File: config.mk
export PLATFORM = sky130hd
export DESIGN_NAME = puf_challenge_sequencer
export DESIGN_NICKNAME = d
export VERILOG_FILES = /design/src/rtl/puf_challenge_sequencer_pkg.sv /design/src/rtl/puf_window_timer.sv /design/src/rtl/puf_challenge_sequencer.sv
export SDC_FILE = /design/constraint.sdc
export NUM_CORES = 1
export LEC_CHECK = 0
export CORE_MARGIN = 5
export CORE_UTILIZATION = 51
export DETAILED_ROUTE_END_ITERATION = 8
export PLACE_DENSITY_LB_ADDON = 0.12
export SLEW_MARGIN = 20
export SYNTH_ARGS = -nofsm -noshare
export SYNTH_HDL_FRONTEND = slang
export SYNTH_SLANG_ARGS = --single-unit
File: constraint.sdc
create_clock -name i_clk -period 2.8 [get_ports i_clk]
set_clock_uncertainty 0.1 [all_clocks]
set_input_delay 0.56 -clock i_clk [delete_from_list [all_inputs] [get_ports i_clk]]
set_output_delay 0.56 -clock i_clk [all_outputs]
set_load 0.02 [all_outputs]
File: src/rtl/puf_challenge_sequencer_pkg.sv
// rtl/puf_challenge_sequencer_pkg.sv - shared state encoding, default widths and pair-index helper
package puf_challenge_sequencer_pkg;

    localparam int DEF_NUM_RO    = 16;
    localparam int DEF_SEL_W     = 4;
    localparam int DEF_CNT_W     = 12;
    localparam int DEF_WINDOW    = 4095;
    localparam int DEF_CLR_CYC   = 2;
    localparam int DEF_HOLD_CYC  = 3;
    localparam int DEF_RESP_BITS = 8;

    typedef enum logic [2:0] {
        ST_IDLE    = 3'd0,
        ST_CLEAR   = 3'd1,
        ST_COUNT   = 3'd2,
        ST_HOLD    = 3'd3,
        ST_COMPARE = 3'd4,
        ST_DONE    = 3'd5
    } seq_state_t;

    // Ring-oscillator index for pair k: even member (odd=0) feeds mux1, odd member feeds mux2.
    function automatic int unsigned pair_index(input int unsigned base, input int unsigned k,
                                               input int unsigned odd, input int unsigned num_ro);
        return (base + 2 * k + odd) % num_ro;
    endfunction

endpackage

File: src/rtl/puf_window_timer.sv
// rtl/puf_window_timer.sv - loadable down-counter with terminal-count flag
module puf_window_timer #(
    parameter int W = 12
) (
    input  logic         i_clk,
    input  logic         i_rst_n,
    input  logic         i_load,
    input  logic [W-1:0] i_load_val,
    output logic         o_tc
);

    logic [W-1:0] r_count;

    // Loading N gives N+1 cycles before the flag is seen by the consumer's transition.
    always_ff @(posedge i_clk or negedge i_rst_n) begin
        if (!i_rst_n) begin
            r_count <= '0;
        end else if (i_load) begin
            r_count <= i_load_val;
        end else if (r_count != '0) begin
            r_count <= r_count - W'(1);
        end
    end

    assign o_tc = (r_count == '0);

endmodule

File: src/rtl/puf_challenge_sequencer.sv
// rtl/puf_challenge_sequencer.sv - walks RO challenge pairs, times windows, collects response bits
module puf_challenge_sequencer
    import puf_challenge_sequencer_pkg::*;
#(
    parameter int NUM_RO    = DEF_NUM_RO,
    parameter int SEL_W     = DEF_SEL_W,
    parameter int CNT_W     = DEF_CNT_W,
    parameter int WINDOW    = DEF_WINDOW,
    parameter int CLR_CYC   = DEF_CLR_CYC,
    parameter int HOLD_CYC  = DEF_HOLD_CYC,
    parameter int RESP_BITS = DEF_RESP_BITS
) (
    input  logic                 i_clk,
    input  logic                 i_rst_n,
    input  logic                 i_start,
    input  logic [SEL_W-1:0]     i_challenge_base,
    input  logic [CNT_W-1:0]     i_counter1,
    input  logic [CNT_W-1:0]     i_counter2,
    output logic [SEL_W-1:0]     o_select1,
    output logic [SEL_W-1:0]     o_select2,
    output logic                 o_ro_enable,
    output logic                 o_ro_reset,
    output logic                 o_busy,
    output logic [RESP_BITS-1:0] o_response,
    output logic                 o_response_valid,
    output logic [SEL_W:0]       o_tie_count
);

    localparam int MAX_A  = (WINDOW > CLR_CYC) ? WINDOW : CLR_CYC;
    localparam int MAX_V  = (MAX_A > HOLD_CYC) ? MAX_A : HOLD_CYC;
    localparam int TMR_W  = (MAX_V < 2) ? 1 : $clog2(MAX_V + 1);
    localparam logic [TMR_W-1:0] CLR_LD  = TMR_W'(CLR_CYC - 1);
    localparam logic [TMR_W-1:0] WIN_LD  = TMR_W'(WINDOW - 1);
    localparam logic [TMR_W-1:0] HOLD_LD = TMR_W'(HOLD_CYC - 1);
    localparam logic [SEL_W-1:0] K_LAST  = SEL_W'(RESP_BITS - 1);

    seq_state_t           r_state;
    logic [SEL_W-1:0]     r_base;
    logic [SEL_W-1:0]     r_k;
    logic [SEL_W-1:0]     r_select1;
    logic [SEL_W-1:0]     r_select2;
    logic                 r_ro_enable;
    logic                 r_ro_reset;
    logic                 r_busy;
    logic [RESP_BITS-1:0] r_response;
    logic                 r_valid;
    logic [SEL_W:0]       r_tie;

    logic                 w_tc;
    logic                 w_tmr_load;
    logic [TMR_W-1:0]     w_tmr_val;
    logic                 w_bit;
    logic                 w_tie;

    assign w_bit = (i_counter1 > i_counter2);
    assign w_tie = (i_counter1 == i_counter2);

    // Timer is reloaded on exactly the transitions the FSM takes into a timed state.
    always_comb begin
        w_tmr_load = 1'b0;
        w_tmr_val  = '0;
        case (r_state)
            ST_IDLE: begin
                if (i_start) begin
                    w_tmr_load = 1'b1;
                    w_tmr_val  = CLR_LD;
                end
            end
            ST_CLEAR: begin
                if (w_tc) begin
                    w_tmr_load = 1'b1;
                    w_tmr_val  = WIN_LD;
                end
            end
            ST_COUNT: begin
                if (w_tc) begin
                    w_tmr_load = 1'b1;
                    w_tmr_val  = HOLD_LD;
                end
            end
            ST_COMPARE: begin
                if (r_k != K_LAST) begin
                    w_tmr_load = 1'b1;
                    w_tmr_val  = CLR_LD;
                end
            end
            default: ;
        endcase
    end

    puf_window_timer #(
        .W (TMR_W)
    ) u_timer (
        .i_clk      (i_clk),
        .i_rst_n    (i_rst_n),
        .i_load     (w_tmr_load),
        .i_load_val (w_tmr_val),
        .o_tc       (w_tc)
    );

    always_ff @(posedge i_clk or negedge i_rst_n) begin
        if (!i_rst_n) begin
            r_state     <= ST_IDLE;
            r_base      <= '0;
            r_k         <= '0;
            r_select1   <= '0;
            r_select2   <= '0;
            r_ro_enable <= 1'b0;
            r_ro_reset  <= 1'b1;
            r_busy      <= 1'b0;
            r_response  <= '0;
            r_valid     <= 1'b0;
            r_tie       <= '0;
        end else begin
            case (r_state)
                ST_IDLE: begin
                    if (i_start) begin
                        r_base     <= i_challenge_base;
                        r_k        <= '0;
                        r_response <= '0;
                        r_tie      <= '0;
                        r_select1  <= SEL_W'(pair_index(32'(i_challenge_base), 0, 0, NUM_RO));
                        r_select2  <= SEL_W'(pair_index(32'(i_challenge_base), 0, 1, NUM_RO));
                        r_ro_reset <= 1'b1;
                        r_busy     <= 1'b1;
                        r_state    <= ST_CLEAR;
                    end
                end
                ST_CLEAR: begin
                    if (w_tc) begin
                        r_ro_reset  <= 1'b0;
                        r_ro_enable <= 1'b1;
                        r_state     <= ST_COUNT;
                    end
                end
                ST_COUNT: begin
                    if (w_tc) begin
                        r_ro_enable <= 1'b0;
                        r_state     <= ST_HOLD;
                    end
                end
                ST_HOLD: begin
                    if (w_tc) begin
                        r_state <= ST_COMPARE;
                    end
                end
                ST_COMPARE: begin
                    r_response <= r_response | (RESP_BITS'(w_bit) << r_k);
                    if (w_tie) begin
                        r_tie <= r_tie + (SEL_W + 1)'(1);
                    end
                    if (r_k == K_LAST) begin
                        r_valid <= 1'b1;
                        r_state <= ST_DONE;
                    end else begin
                        r_k        <= r_k + SEL_W'(1);
                        r_select1  <= SEL_W'(pair_index(32'(r_base), 32'(r_k) + 1, 0, NUM_RO));
                        r_select2  <= SEL_W'(pair_index(32'(r_base), 32'(r_k) + 1, 1, NUM_RO));
                        r_ro_reset <= 1'b1;
                        r_state    <= ST_CLEAR;
                    end
                end
                ST_DONE: begin
                    r_valid    <= 1'b0;
                    r_busy     <= 1'b0;
                    r_ro_reset <= 1'b1;
                    r_state    <= ST_IDLE;
                end
                default: begin
                    r_state <= ST_IDLE;
                end
            endcase
        end
    end

    assign o_select1        = r_select1;
    assign o_select2        = r_select2;
    assign o_ro_enable      = r_ro_enable;
    assign o_ro_reset       = r_ro_reset;
    assign o_busy           = r_busy;
    assign o_response       = r_response;
    assign o_response_valid = r_valid;
    assign o_tie_count      = r_tie;

endmodule

Word level (Yosys, flattened, before mapping)
Index checks and enable logic that the tools add are counted.
- word-level logic and storage cells: 96
- output and inout port bits: 25
- register bits after elaboration: 48
- eq/ne operators: 15
- reductions and logical operators: 19
- bitwise logic cells: 1
- $lt $le $gt $ge: 1
- shift-type cells: 1
- mux-type cells: 40
- $add $sub $neg: 7
- operators by type and width (operator ; count):
    one-hot mux 12 bit (4 select lines) ; 1
    2-to-1 mux 12 bit ; 3
    2-to-1 mux 4 bit ; 6
    one-hot mux 4 bit (2 select lines) ; 3
    one-hot mux 8 bit (2 select lines) ; 1
    2-to-1 mux 3 bit ; 5
    one-hot mux 3 bit (5 select lines) ; 1
    adder 4 x 1 -> 4 bit (second input constant) ; 3
    equality test 12 bit ; 1
    greater-than comparator 12 bit ; 1
    zero test 12 bit ; 1
    nonzero test 12 bit ; 1
    subtractor 12 x 1 -> 12 bit (second input constant) ; 1
    2-to-1 mux 1 bit ; 10
    2-to-1 mux 5 bit ; 2
    one-hot mux 5 bit (2 select lines) ; 1
    nonzero test 2 bit ; 5
    AND reduction 3 bit ; 3
    2-to-1 mux 8 bit ; 1
    inequality test 2 bit (second input constant) ; 4
    OR 8 bit ; 1
    AND reduction 2 bit ; 4
    AND reduction 4 bit ; 2
    << shifter 1 x 4 -> 8 bit ; 1
    other kinds (16) ; 22

Depth between registers and ports, before layout
Gate-level depths: netlist (run 1).
- depth after elaboration: 5
- gate-level depth with buffers: 9
- depth with buffers taken out: 9

Modules after synthesis
From an unflattened synthesis (run 1), not the netlist that was laid out.
- cells, all modules: 296
- area, all modules: 2812.7 µm²
- by module, submodules not included (module ; cells an instance ; times used ; area each (µm²) ; sequential area each (µm²)):
    puf_challenge_sequencer ; 224 ; 1 ; 2082.0 ; 902.1
    puf_window_timer ; 72 ; 1 ; 730.7 ; 300.3

Worst setup path after synthesis (run 1)
No wires, ideal clock.
- path type: input -> register
- start point: input port i_counter2[10]
- end point: register r_response[0] (netlist: o_response[0])
- setup slack: 490 ps
- data arrival time: 2141 ps
- cell stages on the path: 5
- library setup time: 70 ps
- path through: inv_1 -> ha_1 -> nand4_1 -> o41ai_1 -> a32o_1
- longest elaborated chain between the ends: 4
- RTL lines (item ; line ; source):
    start, declared ; puf_challenge_sequencer.sv:18 ; input logic [CNT_W-1:0] i_counter2,
    greater-than comparator 12 bit ; puf_challenge_sequencer.sv:55 ; assign w_bit = (i_counter1 > i_counter2);
    << shifter 1 x 4 -> 8 bit ; puf_challenge_sequencer.sv:148 ; r_response <= r_response | (RESP_BITS'(w_bit) << r_k);
    OR 8 bit ; puf_challenge_sequencer.sv:148 ;
    one-hot mux 8 bit (2 select lines) ; puf_challenge_sequencer.sv:115 ; case (r_state)
    end signal, assigned ; puf_challenge_sequencer.sv:148 ;
    end, declared ; puf_challenge_sequencer.sv:45 ; logic [RESP_BITS-1:0] r_response;
No other way between the ends.
A chain may end at the register's enable or synchronous reset.

Worst setup path after layout (run 1)
- start point: input port i_counter2[9]
- end point: register r_response[5] (netlist: o_response[5])
The elaborated chain is that of the path after synthesis.

==> results of run 1 <==
-- state kept, by name, summed over array words and instances (netlist names), 3 cells and up --
signal / cells
r_base: 4
u_timer.r_count: 12
r_state: 3
o_select2: 4
o_response: 8
r_k: 4
o_select1: 4
o_tie_count: 5
-- worst register-to-register path, stage by stage (launching register included) --
cell and delay [ns]:
dfrtp_1 0.52, or3b_2 0.64, mux2_2 0.34, ha_1 0.21, xnor2_1 0.12, mux2_2 0.26
-- cell usage after synthesis, types with 3 or more instances --
cell type  instances
o21ai_0           23
nor2_1            19
mux2_2             6
clkbuf_1           7
a32o_1             8
and3_1             3
xor2_1             6
xnor2_1           10
dfrtp_1           47
a21oi_1            7
inv_1             22
nand4_1            4
nor3_1             6
nand3_1            8
nand2_1           38
ha_1              17
-- repair_timing --
item | 4_1_cts | 5_1_grt
setup endpoints to repair | 0 | 5
hold endpoints to repair | 0 | 0
gates resized for setup | 0 | 1
hold buffers | 0 | 0
-- layer usage --
metal  vias up  track usage  share of wire
li1       1088            -              -
met1      1050        0.256           0.47
met2        51        0.317           0.47
met3         4       0.0445          0.048
met4         0       0.0465         0.0056
met5         -            0              0
-- cell families after synthesis --
| logic type | after synthesis |
|---|---|
| AND/OR/NAND/NOR | 97 |
| AO/OA/AOI/OAI | 55 |
| flip-flops | 48 |
| buffers and inverters | 31 |
| adder cells (fa/ha/maj) | 18 |
| XOR/XNOR | 16 |
| multiplexers | 8 |
-- through the flow --
step           std cells  setup TNS [ns]  setup slack, ns  area, um^2  utilization
2_1_floorplan        273               0            0.490        2660            -
3_3_place_gp         401           -2.00           -0.251        3350        0.660
3_5_place_dp         401           -1.19           -0.157        3350        0.661
4_1_cts              409               0            0.158        3440        0.679
5_1_grt              409               0           0.0303        3450        0.679
6_report             409               0            0.122        3450        0.679
-- final timing paths --
check	startpoint	end	slack (ns)	depth (start not counted)
worst max-delay path	i_counter2[9]	o_response[5]$_DFFE_PN0P_	0.12	8
worst max register to register	r_state[2]$_DFFE_PN0P_	o_select2[2]$_DFFE_PN0P_	0.50	5
worst min-delay path	i_rst_n	o_response[0]$_DFFE_PN0P_	0.03	1
max in group asynchronous	i_rst_n	o_ro_reset$_DFFE_PN1P_	1.93	2
min in group i_clk	o_select1[2]$_DFFE_PN0P_	o_select1[2]$_DFFE_PN0P_	0.38	2
worst min register to register	o_select1[2]$_DFFE_PN0P_	o_select1[2]$_DFFE_PN0P_	0.38	2
-- report_power, final --
part	internal (mW)	total, mW	switching, mW
clock network	0.178	0.418	0.241
logic	0.0635	0.117	0.0535
registers	0.693	0.693	0
-- cell type report --
type                    count  area, um^2  share of cell area
repair buffers             67         636               0.184
clock inverters             3        21.3             0.00617
well taps                  70        87.6              0.0254
flip-flops and latches     48        1200               0.349
multi-input cells         194        1350               0.391
clock buffers               5        68.8              0.0200
inverters                  22        82.6              0.0240
==> metrics.txt, run 1 <==
row count=26; Post-DP HPWL=around 4600 um; P per Cell Area=356 nW/um^2; most used cell, CP=a21o_1; Hold Path Class=primary input to async pin; EDFF count, synth=0; area share of fa/ha/maj cells after synthesis=0.0875; largest family of logic cells by synthesized area=simple AND/OR/NAND/NOR gates; initial antenna violation count=0; total power=around 1.2 mW; most used flip-flop cell after synthesis=dfrtp_1; CP Launch Type=primary input; # H-tree levels=2; crit path buf inv count=2; CTS tree=built; most common cell after layout, fill and taps aside=clkdlybuf4s50_1; Crit. End Element=register; I/O pin count=56; Layout area overhead=29.5%; drt wl/cell=14.5 um; share of the yosys chip area belonging to registers=0.452; synth top area cells=dfrtp_1 (44%), ha_1 (8.0%), nand2_1 (5.4%), o21ai_0 (4.3%), xnor2_1 (3.3%); Mean Syn Cell Area=9.74 um^2; diodes inserted=0; Critical Path RT=2.87 ns; post-synthesis xor/xnor area fraction=0.0527; Synth area leader=dfrtp_1; Critical Path Fanout Max=8; relative slew slack=0.491; Peak VDD IR=256 uV; Static Leakage=1.55 nW; Synth cell types=between 40 and 50; MaxCap Viol Count=0; nets=387; CP top delay family=compound AO/OA/AOI/OAI gates; setup bufs post-CTS=0; Die Ht=between 80 and 90 um; via count=2193; drt pass-1 iters=4; mapped cell area=2660 um^2; final wirelength=5930 um; DRC violations left=0; layout cells sized above 1=0.118; Sinks on Clock Net=48; Post-Synthesis Cells=~270; count of final hold-check violations=0; total gr overflow=0; #FFs+latches synth=between 40 and 50; port bufs=55; Die W=82.2 um; Synth warnings=0; Max Fclk=373 MHz; CP Cell Sequence=clkdlybuf4s50_1, inv_1, ha_1, a21o_1, a21o_1, a2111oi_1, o41ai_2, a32o_1; Critical Path AT=around 2.8 ns; Core Region=approximately 5000 um^2; status=complete, no violations; Starting Density=0.524; hold_ws=0.0321 ns; CTS Buf Count=5; vias per std cell=~5.4; buffer levels on the longest clock path=2; number of global-route vias before repair=2157; Starting DRT DRC Count=110; clock transition at the registers of the reported paths=around 0.10 ns; synthesized net count=322; first-pass GRT wire length=10000 um; die area=6760 um^2; GRT Util Overall=0.192; Setup Crit Path Kind=primary input to register; clk_lat worst skew=0.30 ns; Tcrit/Tclk final=0.957; post-layout min period=about 2.7 ns; Critical-path top delay cell=a2111oi_1; Post-synth ARST share=1.00; mux contribution to synthesized area=0.0329; top cell type's share of synthesized area=0.442; CTS root buffer=clkbuf_8; unrepaired setup endpoints after global routing=false; Slew Viols, Final=0; post-route ant nets=0; Post-Synth Simple-Gate Area=0.190; commonest cells after routing, fill and taps aside=clkdlybuf4s50_1 (54), dfrtp_1 (47), nand2_1 (38); Fill cells=420; setup violators final=0; RePlAce Congestion=0.755; max incr delay on CP=around 0.5 ns; largest net degree at the start of global routing=22; Worst-Margin Slew=0.755 ns; Compound-Gate Fraction of Synth Area=0.140
Power figures use the tool's default switching activity.
==> run 2: changes to the inputs <==
--- a/config.mk
+++ b/config.mk
@@ -5,8 +5,8 @@
 export SDC_FILE = /design/constraint.sdc
 export NUM_CORES = 1
 export LEC_CHECK = 0
-export CORE_MARGIN = 5
-export CORE_UTILIZATION = 51
+export CORE_MARGIN = 3
+export CORE_UTILIZATION = 46
 export DETAILED_ROUTE_END_ITERATION = 8
 export PLACE_DENSITY_LB_ADDON = 0.12
 export SLEW_MARGIN = 20
==> constraint.sdc (replaced) <==
create_clock -name i_clk -period 2.4 [get_ports i_clk]
set_clock_uncertainty 0.1 [all_clocks]
set_input_delay 0.48 -clock i_clk [delete_from_list [all_inputs] [get_ports i_clk]]
set_output_delay 0.48 -clock i_clk [all_outputs]
set_load 0.02 [all_outputs]
==> metrics.txt, run 2 (synthesis gave the netlist of run 1 again) <==
hold_buf cts=0 (unchanged); MaxCap Viol Count=0 (unchanged); post-layout min period=between 2 and 2.5 ns; Setup Crit Path Kind=primary input to register; Starting DRT DRC Count=100 (-9.1%); RePlAce Congestion=0.769 (+1.9%); unrepaired setup endpoints after global routing=true; P per Cell Area=430 nW/um^2 (+21%); CTS root buffer=clkbuf_8; vias per std cell=5.34 (-0.47%); Post-DP HPWL=4290 um (-6.5%); Gate power share=0.106 (+0.011); Die Ht=82.0 um (-0.21%); port bufs=55 (unchanged); Slew Viols, Final=0 (unchanged); CTS Buf Count=5 (unchanged); Max Fclk=approximately 430 MHz; Setup WS pre-CTS=-0.587 ns (-0.430 ns); most common cell after layout, fill and taps aside=clkdlybuf4s50_1; relative slew slack=0.535 (+0.0437); drt wl/cell=14.1 um (-2.5%); Flop pwr share=0.521 (-0.043); number of global-route vias before repair=2129 (-1.3%); Final WS setup=0.0759 ns (-0.0459 ns); I/O pin count=56 (unchanged); CTS tree=built; Tcrit/Tclk final=0.968; post-route ant nets=0 (unchanged); count of final hold-check violations=0 (unchanged); Cell Area, Placed=3390 um^2 (+0.97%); row count=27 (+3.8%); setup violators final=0 (unchanged); die area=6730 um^2 (-0.43%); Worst R2R Path Depth=5 (unchanged); commonest cells after routing, fill and taps aside=clkdlybuf4s50_1 (53), dfrtp_1 (47), nand2_1 (37); Crit. End Element=register; drt pass-1 iters=4 (unchanged); reg2reg setup slack=0.17 ns (-0.33 ns); startpoint of the worst register-to-register path=u_timer.r_count[1]$_DFFE_PN0P_; status=complete, no violations; Sinks on Clock Net=48 (unchanged); clock share of power=0.373 (+0.032); nets=392 (+1.3%); Finished Cell Area=3610 um^2 (+4.7%); Net Switching=0.346 mW (+18%); first-pass GRT wire length=9540 um (-4.7%); via count=2220 (+1.2%); Core Region=5540 um^2 (+9.2%); initial antenna violation count=0 (unchanged); Biggest register=u_timer.r_count; Fill cells=465 (+11%); Critical Path RT=2.49 ns (-0.38 ns); r2r endpoint=u_timer.r_count[11]$_DFFE_PN0P_; diodes inserted=0 (unchanged); Static Leakage=1.62 nW (+4.3%); Layout area overhead=35.6%; largest net degree at the start of global routing=32 (+45%); max FFs per register=12 (unchanged); clock transition at the registers of the reported paths=0.09 ns (about the same); GRT Util Overall=0.180 (-0.0126); layout cells sized above 1=0.157 (+0.0390); Critical Path AT=2.41 ns (-0.34 ns); Peak VDD IR=327 uV (+28%); Die W=82.0 um (-0.21%); Starting Density=0.480 (-0.0440); Critical Path Fanout Max=8 (unchanged); clk_lat worst skew=0.30 ns (about the same); DRC violations left=0 (unchanged); total gr overflow=0 (unchanged); Hold Path Class=primary input to async pin; CP Launch Type=primary input; final wirelength=5880 um (-0.83%); # H-tree levels=2 (unchanged); sw frac=0.223 (-0.0166); Power Internal=1.20 mW (+29%); buffer levels on the longest clock path=2 (unchanged); Worst-Margin Slew=0.697 ns (-0.0572 ns)
-- run 2: cell types whose count changed in the layout (fill, tap and decap cells not counted), sizes merged --
cell	before	now
dlymetal6s2s	0	1
buf	13	18
clkdlybuf4s50	54	53
bufinv	0	1
inv	23	22
-- run 2: what timing repair did --
action,CTS,global route
pin swaps,2,5
buffers inserted,1,1
resized for setup,4,11
setup endpoints to repair,8,11
-- run 2: per-layer routing --
| metal | GRT usage | routed length [um] | part of all wire | vias to the layer above |
|---|---|---|---|---|
| met5 | 0 | 0 | 0 | - |
| met2 | 0.291 | 2710 | 0.46 | 54 |
| met1 | 0.250 | 2820 | 0.48 | 1066 |
| met4 | 0.0349 | 44 | 0.0075 | 0 |
| met3 | 0.0384 | 300 | 0.051 | 4 |
| li1 | - | - | - | 1096 |
-- run 2: stage by stage --
stage | utilization | TNS, ns | std cells | hold slack [ns] | power (mW)
6_report | 0.651 | 0 | 416 | 0.112 | 1.55
5_1_grt | 0.651 | -0.268 | 416 | 0.155 | 1.62
4_1_cts | 0.638 | 0 | 416 | 0.131 | 1.55
3_5_place_dp | 0.611 | -5.48 | 407 | 0.367 | 0.960
3_3_place_gp | 0.610 | -5.66 | 407 | 0.362 | 0.956
2_1_floorplan | - | 0 | 273 | 0.0844 | 0.873
-- run 2: worst max-delay path, cell delays in order --
cell	delay [ns]
clkdlybuf4s50_1	0.51
ha_4	0.22
a21o_1	0.18
a21o_1	0.20
a2111oi_4	0.33
o41ai_4	0.20
a32o_1	0.28
-- run 2: worst max path at each step --
stage | startpoint | end | slack, ns | cells after the start
floorplan | i_counter2[10] | o_response[0]$_DFFE_PN0P_ | 0.17 | 5
detailed placement | i_counter2[9] | o_response[5]$_DFFE_PN0P_ | -0.59 | 8
finish | i_counter1[9] | o_response[4]$_DFFE_PN0P_ | 0.08 | 7
global route | i_counter2[11] | o_tie_count[3]$_DFFE_PN0P_ | -0.06 | 10
global placement | i_counter2[3] | o_response[7]$_DFFE_PN0P_ | -0.63 | 8
CTS | i_counter2[11] | o_tie_count[3]$_DFFE_PN0P_ | 0.009 | 10
-- run 2: power groups by stage --
stage | Sequential [mW] | Clock, mW | Combinational, mW
after floorplan | 0.824 | 0 | 0.0484
after global placement | 0.824 | 0 | 0.132
after detailed placement | 0.824 | 0 | 0.135
after CTS | 0.808 | 0.598 | 0.149
after global routing | 0.808 | 0.625 | 0.183
final | 0.808 | 0.578 | 0.164
-- run 2: area by class of cell --
cell class / count / area (um^2) / share of cell area
inverters: 22 / 82.6 / 0.0229
clock buffers: 5 / 68.8 / 0.0191
clock inverters: 3 / 42.5 / 0.0118
flip-flops and latches: 48 / 1200 / 0.333
repair buffers: 72 / 676 / 0.187
well taps: 72 / 90.1 / 0.0250
multi-input cells: 194 / 1450 / 0.401
==> run 3: changes to the inputs <==
--- a/config.mk
+++ b/config.mk
@@ -5,6 +5,7 @@
 export SDC_FILE = /design/constraint.sdc
 export NUM_CORES = 1
 export LEC_CHECK = 0
+export CAP_MARGIN = 5
 export CORE_MARGIN = 3
 export CORE_UTILIZATION = 46
 export DETAILED_ROUTE_END_ITERATION = 8
==> results of run 3 <==
No change in the layout: final DEF, timing and power equal those of run 2.
